[config.mk]
export PLATFORM = sky130hd
export DESIGN_NAME = reg4_piso_tx
export DESIGN_NICKNAME = d
export VERILOG_FILES = /design/src/rtl/reg4_piso_tx.sv
export SDC_FILE = /design/constraint.sdc
export NUM_CORES = 1
export LEC_CHECK = 0
export ABC_AREA = 1
export BUFFER_PORTS_ARGS = -buffer_cell sky130_fd_sc_hd__buf_2
export CORE_MARGIN = 4
export CORE_UTILIZATION = 30
export DETAILED_ROUTE_END_ITERATION = 10
export GPL_ROUTABILITY_DRIVEN = 0
export PLACE_DENSITY = 0.51
export SETUP_SLACK_MARGIN = 0.2
export SYNTH_ARGS = -nofsm -noshare
export SYNTH_HDL_FRONTEND = slang
export SYNTH_SLANG_ARGS = --single-unit
[constraint.sdc]
create_clock -name clk -period 1.1 [get_ports clk]
set_input_delay 0.165 -clock clk [delete_from_list [all_inputs] [get_ports clk]]
set_output_delay 0.165 -clock clk [all_outputs]
set_load 0.01 [all_outputs]
[src/rtl/reg4_piso_tx.sv]
// rtl/reg4_piso_tx.sv - parallel-in serial-out transmitter, MSB first, ready/valid load
// Optional even-parity trailer bit enabled by defining REG4_TX_PARITY_EN.
module reg4_piso_tx #(
  parameter int   WIDTH      = 4,
  parameter logic IDLE_LEVEL = 1'b1
) (
  input  logic             clk,
  input  logic             rst,
  input  logic             ce,
  input  logic [WIDTH-1:0] din,
  input  logic             din_valid,
  output logic             din_ready,
  output logic             sout,
  output logic             sout_valid,
  output logic             busy,
  output logic             done
);

  localparam int CW = $clog2(WIDTH);

  typedef enum logic [1:0] {
    IDLE   = 2'd0,
`ifdef REG4_TX_PARITY_EN
    SHIFT  = 2'd1,
    PARITY = 2'd2
`else
    SHIFT  = 2'd1
`endif
  } state_t;

  state_t          state;
  logic [WIDTH-1:0] sreg;
  logic [CW-1:0]    cnt;
`ifdef REG4_TX_PARITY_EN
  logic             par;
`endif

  always_ff @(posedge clk or posedge rst) begin
    if (rst) begin
      state <= IDLE;
      sreg  <= '0;
      cnt   <= '0;
      done  <= 1'b0;
`ifdef REG4_TX_PARITY_EN
      par   <= 1'b0;
`endif
    end else begin
      done <= 1'b0;
      case (state)
        IDLE: begin
          // Acceptance ignores ce; only bit advance is qualified by it.
          if (din_valid) begin
            sreg  <= din;
            cnt   <= CW'(WIDTH - 1);
`ifdef REG4_TX_PARITY_EN
            par   <= ^din;
`endif
            state <= SHIFT;
          end
        end
        SHIFT: begin
          if (ce) begin
            if (cnt != '0) begin
              sreg <= {sreg[WIDTH-2:0], 1'b0};
              cnt  <= cnt - CW'(1);
            end else begin
`ifdef REG4_TX_PARITY_EN
              state <= PARITY;
`else
              state <= IDLE;
              done  <= 1'b1;
`endif
            end
          end
        end
`ifdef REG4_TX_PARITY_EN
        PARITY: begin
          if (ce) begin
            state <= IDLE;
            done  <= 1'b1;
          end
        end
`endif
        default: state <= IDLE;
      endcase
    end
  end

  always_comb begin
    din_ready  = (state == IDLE);
    busy       = (state != IDLE);
    sout_valid = (state != IDLE);
    sout       = IDLE_LEVEL;
    if (state == SHIFT) sout = sreg[WIDTH-1];
`ifdef REG4_TX_PARITY_EN
    if (state == PARITY) sout = par;
`endif
  end

endmodule

==> results.md, run 1 <==
• Overflow after GRT: 0
• Synth cell types: 12
• power per standard cell area: 2910 mW/mm²
• Crit path required time: 0.94 ns
• data arrival time of the critical path: 1.02 ns
• Clk pin slew, worst setup/hold paths: 0.05 ns
• number of buffers created by CTS: 3
• Post-synth EDFFs: 0
• initial antenna violation count: 0
• Setup Total Neg Slack: -0.343 ns
• maximum net fanout on the critical path: 4
• FFs w/ async S/R, synth: 100%
• worst setup skew after layout: 0.00210 ns
• 1st-iter DRT viols: 2
• Post-Syn Instances: 56
• total die area: 0.00210 mm²
• aggregate global-route resource usage: 9.72%
• antenna-violating nets left: 0
• Seq/Total Area, Yosys: 46.6%
• number of clock sinks: 8
• clock tree from TritonCTS: done
• fraction of layout instances using a drive strength above 1: 44.0%
• Fin. Hold Viols: 0
• iteration count of the initial detailed-routing pass: 2
• hold slack: 0.157 ns
• most frequent cells after synthesis: sky130_fd_sc_hd__nand2_1 (26), sky130_fd_sc_hd__dfrtp_1 (8), sky130_fd_sc_hd__inv_1 (7), sky130_fd_sc_hd__nand3_1 (6), sky130_fd_sc_hd__buf_6 (2)
• VDD IR max: 1230 µV
• first-pass GRT wire length: 1.35 mm
• post-synth design cell area: 429 µm²
• Mean Syn Cell Area: 7.66 µm²
• slew at the pin with the worst max-slew slack: 0.313 ns
• Static Leakage: 0.000345 µW
• max frequency: 0.845 GHz
• area growth from synthesis to final layout: 37.6%
• minimum clock period: 1.18 ns
• PortBufs: 12
• HP Start: din[0]
• post-route cell area: 591 µm²
• die span in x: 45.8 µm
• clock insertion delay at the later pin of the skew report: 0.25 ns
• die span in y: 45.8 µm
• fin crit share: 108%
• # nets final: 86
• violated checks: setup timing
• area share of the leading cell type in the synthesized netlist: 46.6%
• total number of yosys warnings: 0
• Max clock buf depth: 2
• number of setup violations in the final report: 10
• final setup slack of the worst path: -0.0841 ns
• placed cell areas: 500 µm²
• Critical R2R Launch: state[0]
• sort of element at the end of the critical path: output pin
• Setup Crit Path Kind: reg -> out
• routed wire length per instance: 9.26 µm
• Synth Net Count: 65
• setup repair after global routing missed its margin: true
• leading cell types by total area after synthesis: sky130_fd_sc_hd__dfrtp_1 (47%), sky130_fd_sc_hd__nand2_1 (23%), sky130_fd_sc_hd__nand3_1 (7.0%)
• relative max-transition margin: 79.1%
• # Max-Cap Violations: 0
• standard-cell rows: 13
• outcome: finished with violations
• Worst Setup Start Kind: flop
• Final Max Tran Viols: 0
• total routed wirelength: 833 µm
• largest net degree at the start of global routing: 9
• effective utilization at floorplan: 32.6%
• DRC violations left: 0
• worst setup path startpoint: state[0]
• Core Box Area: 0.00132 mm²
• largest area contributor in the netlist: sky130_fd_sc_hd__dfrtp_1
• count of inserted antenna diode cells: 0
• root buffer cell: sky130_fd_sc_hd__clkbuf_4
• class of the worst hold path: in -> reg
• prevailing post-synth register cell: sky130_fd_sc_hd__dfrtp_1
• Via Count: 394
• vias in the first global route: 348
• vias per cell: 4.38
• post-detailed-placement half-perimeter wirelength: 651 µm
• H-Tree Depth: 1
• most numerous cell in the Yosys netlist: sky130_fd_sc_hd__nand2_1
• io pins: 13
• FF+latch count, synth: 8
layer usage:
| metal | routed length, µm | part of all wire, % | vias up | global-route usage, % |
|---|---|---|---|---|
| li1 | - | - | 205 | - |
| met1 | 335 | 40 | 177 | 10.4 |
| met2 | 412 | 49 | 10 | 13.9 |
| met3 | 72 | 8.6 | 2 | 7.11 |
| met4 | 12 | 1.4 | 0 | 5.11 |
| met5 | 0 | 0 | - | 0 |
report_power, final:
part | leakage (µW) | switching (µW) | total, µW | internal, µW
clock network | 0.0000138 | 93.7 | 218 | 124
registers | 0.0000995 | 68.4 | 491 | 423
logic | 0.000232 | 508 | 1010 | 498
total | 0.000345 | 670 | 1720 | 1050
final cells by class:
class	instances	area (µm²)
sequential	8	201
multi-input combinational	38	194
tap	15	18.8
fill	144	727
clock buffer	3	22.5
inverter	7	26.3
timing repair buffer	19	128
worst max-delay path, stage by stage (launching register included):
cell and delay [ns]:
sky130_fd_sc_hd__dfrtp_2 0.39, sky130_fd_sc_hd__inv_2 0.04, sky130_fd_sc_hd__or2_4 0.22, sky130_fd_sc_hd__buf_6 0.12
flip-flops by register name, indices dropped and copies added, names as in the netlist:
register  cells
sreg          4
cnt           2
done          1
state         1
timing repair:
action | 4_1_cts | 5_1_grt
setup endpoints to repair | 12 | 12
setup buffers | 1 | 2
hold buffers | 1 | 0
resized for setup | 7 | 6
pin swaps | 1 | 5
hold endpoints to repair | 8 | 0
per-stage QoR:
step                total power [µW]  utilization (%)  cells  setup WS (ns)
floorplan                       1070                -     56        -0.0279
global placement                1270             38.0     83        -0.0540
detailed placement              1280             38.0     83        -0.0783
CTS                             1640             42.6     88        -0.0937
global route                    1910             44.8     90         -0.135
finish                          1720             44.8     90        -0.0841
cell families (layout without fill, tap and decap cells):
family	after synthesis	in the layout	synth area share, %
AO/OA/AOI/OAI	1	1	1.17
buffers and inverters	10	29	13.1
flip-flops	8	8	46.6
adder cells (fa/ha/maj)	1	1	2.91
AND/OR/NAND/NOR	36	36	36.2
layout by cell type (no fill, tap or decap):
master                          synthesis  routed
sky130_fd_sc_hd__nand2_1               26      22
sky130_fd_sc_hd__buf_2                  0      10
sky130_fd_sc_hd__dfrtp_1                8       7
sky130_fd_sc_hd__nand3_1                6       6
sky130_fd_sc_hd__buf_4                  1       6
sky130_fd_sc_hd__inv_1                  7       5
sky130_fd_sc_hd__nand2_2                0       4
sky130_fd_sc_hd__clkbuf_4               0       3
sky130_fd_sc_hd__inv_2                  0       2
sky130_fd_sc_hd__or2_4                  0       2
sky130_fd_sc_hd__buf_6                  2       2
sky130_fd_sc_hd__nand2_4                1       1
sky130_fd_sc_hd__nor2_1                 1       1
sky130_fd_sc_hd__o21ai_2                0       1
sky130_fd_sc_hd__ha_2                   0       1
sky130_fd_sc_hd__dlygate4sd3_1          0       1
sky130_fd_sc_hd__dfrtp_2                0       1
worst paths after layout:
check	to	slack [ns]	cells past startpoint
setup / recovery	sout	-0.08	3
hold / removal	sreg[0]	0.16	3
setup reg to reg	cnt[0]	-0.03	4
hold reg to reg	sreg[0]	0.47	2
max in group asynchronous	state[0]	0.44	3
min in group asynchronous	done	0.41	3
Note: power is estimated with default switching activity, not from simulation.
==> inputs of run 2 (changes only) <==
- PLACE_DENSITY: 0.51 -> 0.62
==> results.md, run 2 (synthesis gave the netlist of run 1 again) <==
• worst setup skew after layout: 0.00836 ns
• placed cell areas: 508 µm²
• H-Tree Depth: 1
• cell depth of the worst min-delay path: 3
• number of buffers created by CTS: 3
• violated checks: setup timing
• post-detailed-placement half-perimeter wirelength: 677 µm
• biggest registers after layout: sreg: 4 flops, cnt: 2 flops
• hold slack: 0.164 ns
• data arrival time of the critical path: 1.05 ns
• relative max-transition margin: 78.6%
• sw frac: 39.8%
• Via Count: 411
• number of clock sinks: 8
• iteration count of the initial detailed-routing pass: 2
• Fin. Hold Viols: 0
• Gate power share: 64.1%
• largest net degree at the start of global routing: 9
• Overflow after GRT: 0
• area growth from synthesis to final layout: 53.9%
• # nets final: 88
• clock insertion delay at the later pin of the skew report: 0.26 ns
• effective utilization at floorplan: 32.6%
• final-layout fill cell count: 130
• sort of element at the end of the critical path: output pin
• post-route cell area: 661 µm²
• die span in x: 45.8 µm
• highest-count cells in the layout ignoring fill and taps: sky130_fd_sc_hd__nand2_1 (17), sky130_fd_sc_hd__buf_6 (9), sky130_fd_sc_hd__dfrtp_1 (8)
• total routed wirelength: 1.08 mm
• # Max-Cap Violations: 0
• outcome: finished with violations
• Int Power: 1220 µW
• sequential cell fraction of total power: 25.0%
• first-pass GRT wire length: 1.61 mm
• die span in y: 45.8 µm
• PortBufs: 12
• routed wire length per instance: 11.7 µm
• flip-flop count of the largest register, all copies and words added: 4
• clock tree from TritonCTS: done
• DRC violations left: 0
• fraction of layout instances using a drive strength above 1: 50.6%
• Worst Setup Start Kind: flop
• commonest non-fill, non-tap cell in the layout: sky130_fd_sc_hd__nand2_1
• Setup Crit Path Kind: reg -> out
• Final Max Tran Viols: 0
• count of inserted antenna diode cells: 0
• slew at the pin with the worst max-slew slack: 0.320 ns
• aggregate global-route resource usage: 11.1%
• fin crit share: 111%
• VDD IR max: 1050 µV
• Static Leakage: 0.000374 µW
• vias in the first global route: 389
• Max clock buf depth: 2
• io pins: 13
• 1st-iter DRT viols: 7
• initial antenna violation count: 0
• most flop-heavy register: sreg
• switching power total: 805 µW
• power per standard cell area: 3070 mW/mm²
• vias per cell: 4.47
• number of setup violations in the final report: 9
• max frequency: 0.822 GHz
• clock network fraction of design power: 10.9%
• total die area: 0.00210 mm²
• Crit path required time: 0.94 ns
• depth of the most critical reg-to-reg path: 5
• Clk pin slew, worst setup/hold paths: 0.06 ns
• antenna-violating nets left: 0
• Post-Place Worst Slack: -0.118 ns
• setup repair after global routing missed its margin: true
• Core Box Area: 0.00132 mm²
• minimum clock period: 1.22 ns
• root buffer cell: sky130_fd_sc_hd__clkbuf_4
• final setup slack of the worst path: -0.116 ns
• standard-cell rows: 13
• Setup Total Neg Slack: -0.469 ns
• class of the worst hold path: in -> reg
• maximum net fanout on the critical path: 2
run 2: cell types whose count changed in the layout (fill, tap and decap cells not counted), moves of 2 or more:
| cell | previous run | this run |
|---|---|---|
| sky130_fd_sc_hd__nand2_4 | 1 | 3 |
| sky130_fd_sc_hd__nand2_2 | 4 | 7 |
| sky130_fd_sc_hd__buf_4 | 6 | 4 |
| sky130_fd_sc_hd__buf_6 | 2 | 9 |
| sky130_fd_sc_hd__buf_2 | 10 | 7 |
| sky130_fd_sc_hd__nand2_1 | 22 | 17 |
run 2: worst paths after layout:
check	start	endpoint	slack [ns]
worst max-delay path	state[0]	sout	-0.12
worst min register to register	sreg[0]	sreg[0]	0.49
worst max register to register	state[0]	cnt[0]	-0.05
worst min-delay path	din[0]	sreg[0]	0.16
max in group asynchronous	rst	sreg[0]	0.45
min in group asynchronous	rst	sreg[2]	0.40
run 2: power by group through the flow:
stage | combinational (µW) | sequential (µW) | clock (µW)
3_5_place_dp | 814 | 494 | 0
4_1_cts | 1110 | 487 | 228
5_1_grt | 1420 | 517 | 240
3_3_place_gp | 792 | 492 | 0
6_report | 1300 | 505 | 221
2_1_floorplan | 581 | 493 | 0
run 2: final cells by class:
cell class,count,area (µm²),share of cell area [%]
multi-input cells,38,216,32.8
flip-flops and latches,8,200,30.3
repair buffers,21,176,26.7
inverters,7,26.3,3.98
clock buffers,3,22.5,3.41
well taps,15,18.8,2.84
run 2: repair_timing:
action,in CTS,in global routing
resized for setup,12,14
pin swaps,2,4
hold buffers,1,0
endpoints found under the hold margin,8,0
setup buffers,3,1
setup endpoints to repair,12,13
run 2: critical path, stage by stage, from the launching register on:
cell and delay [ns]:
sky130_fd_sc_hd__dfrtp_1 0.39, sky130_fd_sc_hd__inv_2 0.06, sky130_fd_sc_hd__or2_4 0.22, sky130_fd_sc_hd__buf_6 0.12
run 2: through the flow:
| step | util, % | std cells | power [µW] |
|---|---|---|---|
| after floorplan | - | 56 | 1070 |
| after global placement | 38.6 | 84 | 1280 |
| after detailed placement | 38.6 | 84 | 1310 |
| after CTS | 46.3 | 91 | 1820 |
| after global routing | 50.1 | 92 | 2180 |
| final | 50.1 | 92 | 2030 |
run 2: routing by layer:
metal / up-vias / GRT usage, % / share of wire, %
li1: 210 / - / -
met1: 192 / 11.7 / 41
met2: 9 / 19.8 / 54
met3: 0 / 4.74 / 5.0
met4: 0 / 3.41 / 0
met5: - / 0 / 0
==> inputs of run 3 (changes only) <==
- GPL_TIMING_DRIVEN: not set -> 0
- SKIP_CTS_REPAIR_TIMING: not set -> 1
==> results.md, run 3 (synthesis gave the netlist of run 1 again) <==
• max frequency: 0.759 GHz
• iteration count of the initial detailed-routing pass: 3
• first-pass GRT wire length: 1.28 mm
• # Max-Cap Violations: 0
• data arrival time of the critical path: 1.15 ns
• H-Tree Depth: 1
• PortBufs: 12
• cell depth of the worst min-delay path: 3
• flip-flop count of the largest register, all copies and words added: 4
• minimum clock period: 1.32 ns
• highest-count cells in the layout ignoring fill and taps: sky130_fd_sc_hd__nand2_1 (18), sky130_fd_sc_hd__dfrtp_1 (8), sky130_fd_sc_hd__buf_2 (8)
• initial antenna violation count: 0
• Setup Total Neg Slack: -1.50 ns
• biggest cell delay along the critical path: 0.38 ns
• count of inserted antenna diode cells: 0
• number of buffers created by CTS: 3
• most flop-heavy register: sreg
• outcome: finished with violations
• hold slack: 0.162 ns
• post-detailed-placement half-perimeter wirelength: 632 µm
• Via Count: 417
• Final Max Tran Viols: 0
• final setup slack of the worst path: -0.218 ns
• Post-Place Worst Slack: -0.138 ns
• Max clock buf depth: 2
• number of setup violations in the final report: 9
• instance count on the critical path: 4
• vias per cell: 4.48
• Gate power share: 63.7%
• FF+latch area: 200 µm²
• sw frac: 40.1%
• Setup Crit Path Kind: reg -> out
• area growth from synthesis to final layout: 54.8%
• most numerous cell on the critical path: sky130_fd_sc_hd__buf_6
• aggregate global-route resource usage: 8.86%
• setup repair after global routing missed its margin: true
• violated checks: setup timing
• Fin. Hold Viols: 0
• standard-cell rows: 13
• fin crit share: 120%
• biggest registers after layout: sreg: 4 flops, cnt: 2 flops
• largest net degree at the start of global routing: 10
• routed wire length per instance: 10.4 µm
• area of the multi-input gates: 218 µm²
• Core Box Area: 0.00132 mm²
• clock tree from TritonCTS: done
• class of the worst hold path: in -> reg
• Clk pin slew, worst setup/hold paths: 0.05 ns
• antenna-violating nets left: 0
• # nets final: 89
• die span in x: 45.8 µm
• 1st-iter DRT viols: 5
• Critical path buffers and inverters: 3
• io pins: 13
• power per standard cell area: 3010 mW/mm²
• switching power total: 801 µW
• relative max-transition margin: 79.5%
• Crit path required time: 0.94 ns
• fraction of layout instances using a drive strength above 1: 46.2%
• sort of element at the end of the critical path: output pin
• post-route cell area: 664 µm²
• final-layout fill cell count: 126
• vias in the first global route: 326
• kind of cell adding the most delay to the critical path: flip-flops
• placed cell areas: 508 µm²
• clock network fraction of design power: 11.0%
• effective utilization at floorplan: 32.6%
• die span in y: 45.8 µm
• DRC violations left: 0
• slowest library cell on the worst path: sky130_fd_sc_hd__dfrtp_1
• maximum net fanout on the critical path: 5
• Overflow after GRT: 0
• total die area: 0.00210 mm²
• depth of the most critical reg-to-reg path: 7
• slew at the pin with the worst max-slew slack: 0.307 ns
• clock insertion delay at the later pin of the skew report: 0.26 ns
• root buffer cell: sky130_fd_sc_hd__clkbuf_4
• commonest non-fill, non-tap cell in the layout: sky130_fd_sc_hd__nand2_1
• post-layout total power: 2000 µW
• Static Leakage: 0.000374 µW
• number of clock sinks: 8
• sequential cell fraction of total power: 25.3%
• VDD IR max: 1120 µV
• Int Power: 1200 µW
• total routed wirelength: 970 µm
• worst setup skew after layout: 0.00704 ns
• cell chain of the critical path: buf_6, inv_6, or2_4, buf_6
• Worst Setup Start Kind: flop
run 3: area by class of cell:
type / instances / area share [%]
plain buffers: 3 / 4.52
clock buffers: 3 / 3.39
inverters: 7 / 4.71
multi-input cells: 38 / 32.8
flip-flops and latches: 8 / 30.1
well taps: 15 / 2.82
repair buffers: 19 / 21.7
run 3: metal layers:
| metal | track usage [%] | wire length (µm) | vias up |
|---|---|---|---|
| li1 | - | - | 216 |
| met1 | 9.57 | 383 | 192 |
| met2 | 14.2 | 535 | 9 |
| met3 | 6.32 | 50 | 0 |
| met4 | 1.70 | 0 | 0 |
| met5 | 0 | 0 | - |
run 3: worst reg2reg max path, delay by kind of cell (launching register included):
| family | cells | cell delay [ns] |
|---|---|---|
| DFF | 1 | 0.40 |
| and+or+nand+nor | 4 | 0.39 |
| buffers and inverters | 3 | 0.43 |
run 3: power groups by stage:
stage | Sequential, µW | Combinational [µW] | Clock, µW
global placement | 482 | 780 | 0
CTS | 485 | 798 | 229
finish | 507 | 1270 | 220
floorplan | 493 | 581 | 0
detailed placement | 488 | 795 | 0
global route | 525 | 1390 | 249
run 3: worst paths after layout:
path | endpoint | startpoint | slack, ns
worst max-delay path | sout | state[0] | -0.22
worst min-delay path | sreg[0] | din[0] | 0.16
worst max register to register | cnt[0] | state[0] | -0.18
worst min register to register | sreg[0] | sreg[0] | 0.49
max in group asynchronous | sreg[0] | rst | 0.46
min in group asynchronous | sreg[2] | rst | 0.40
run 3: metrics by stage:
step           utilization [%]  instances
2_1_floorplan                -         56
3_3_place_gp              38.6         83
3_5_place_dp              38.6         83
4_1_cts                   40.3         86
5_1_grt                   50.4         93
6_report                  50.4         93
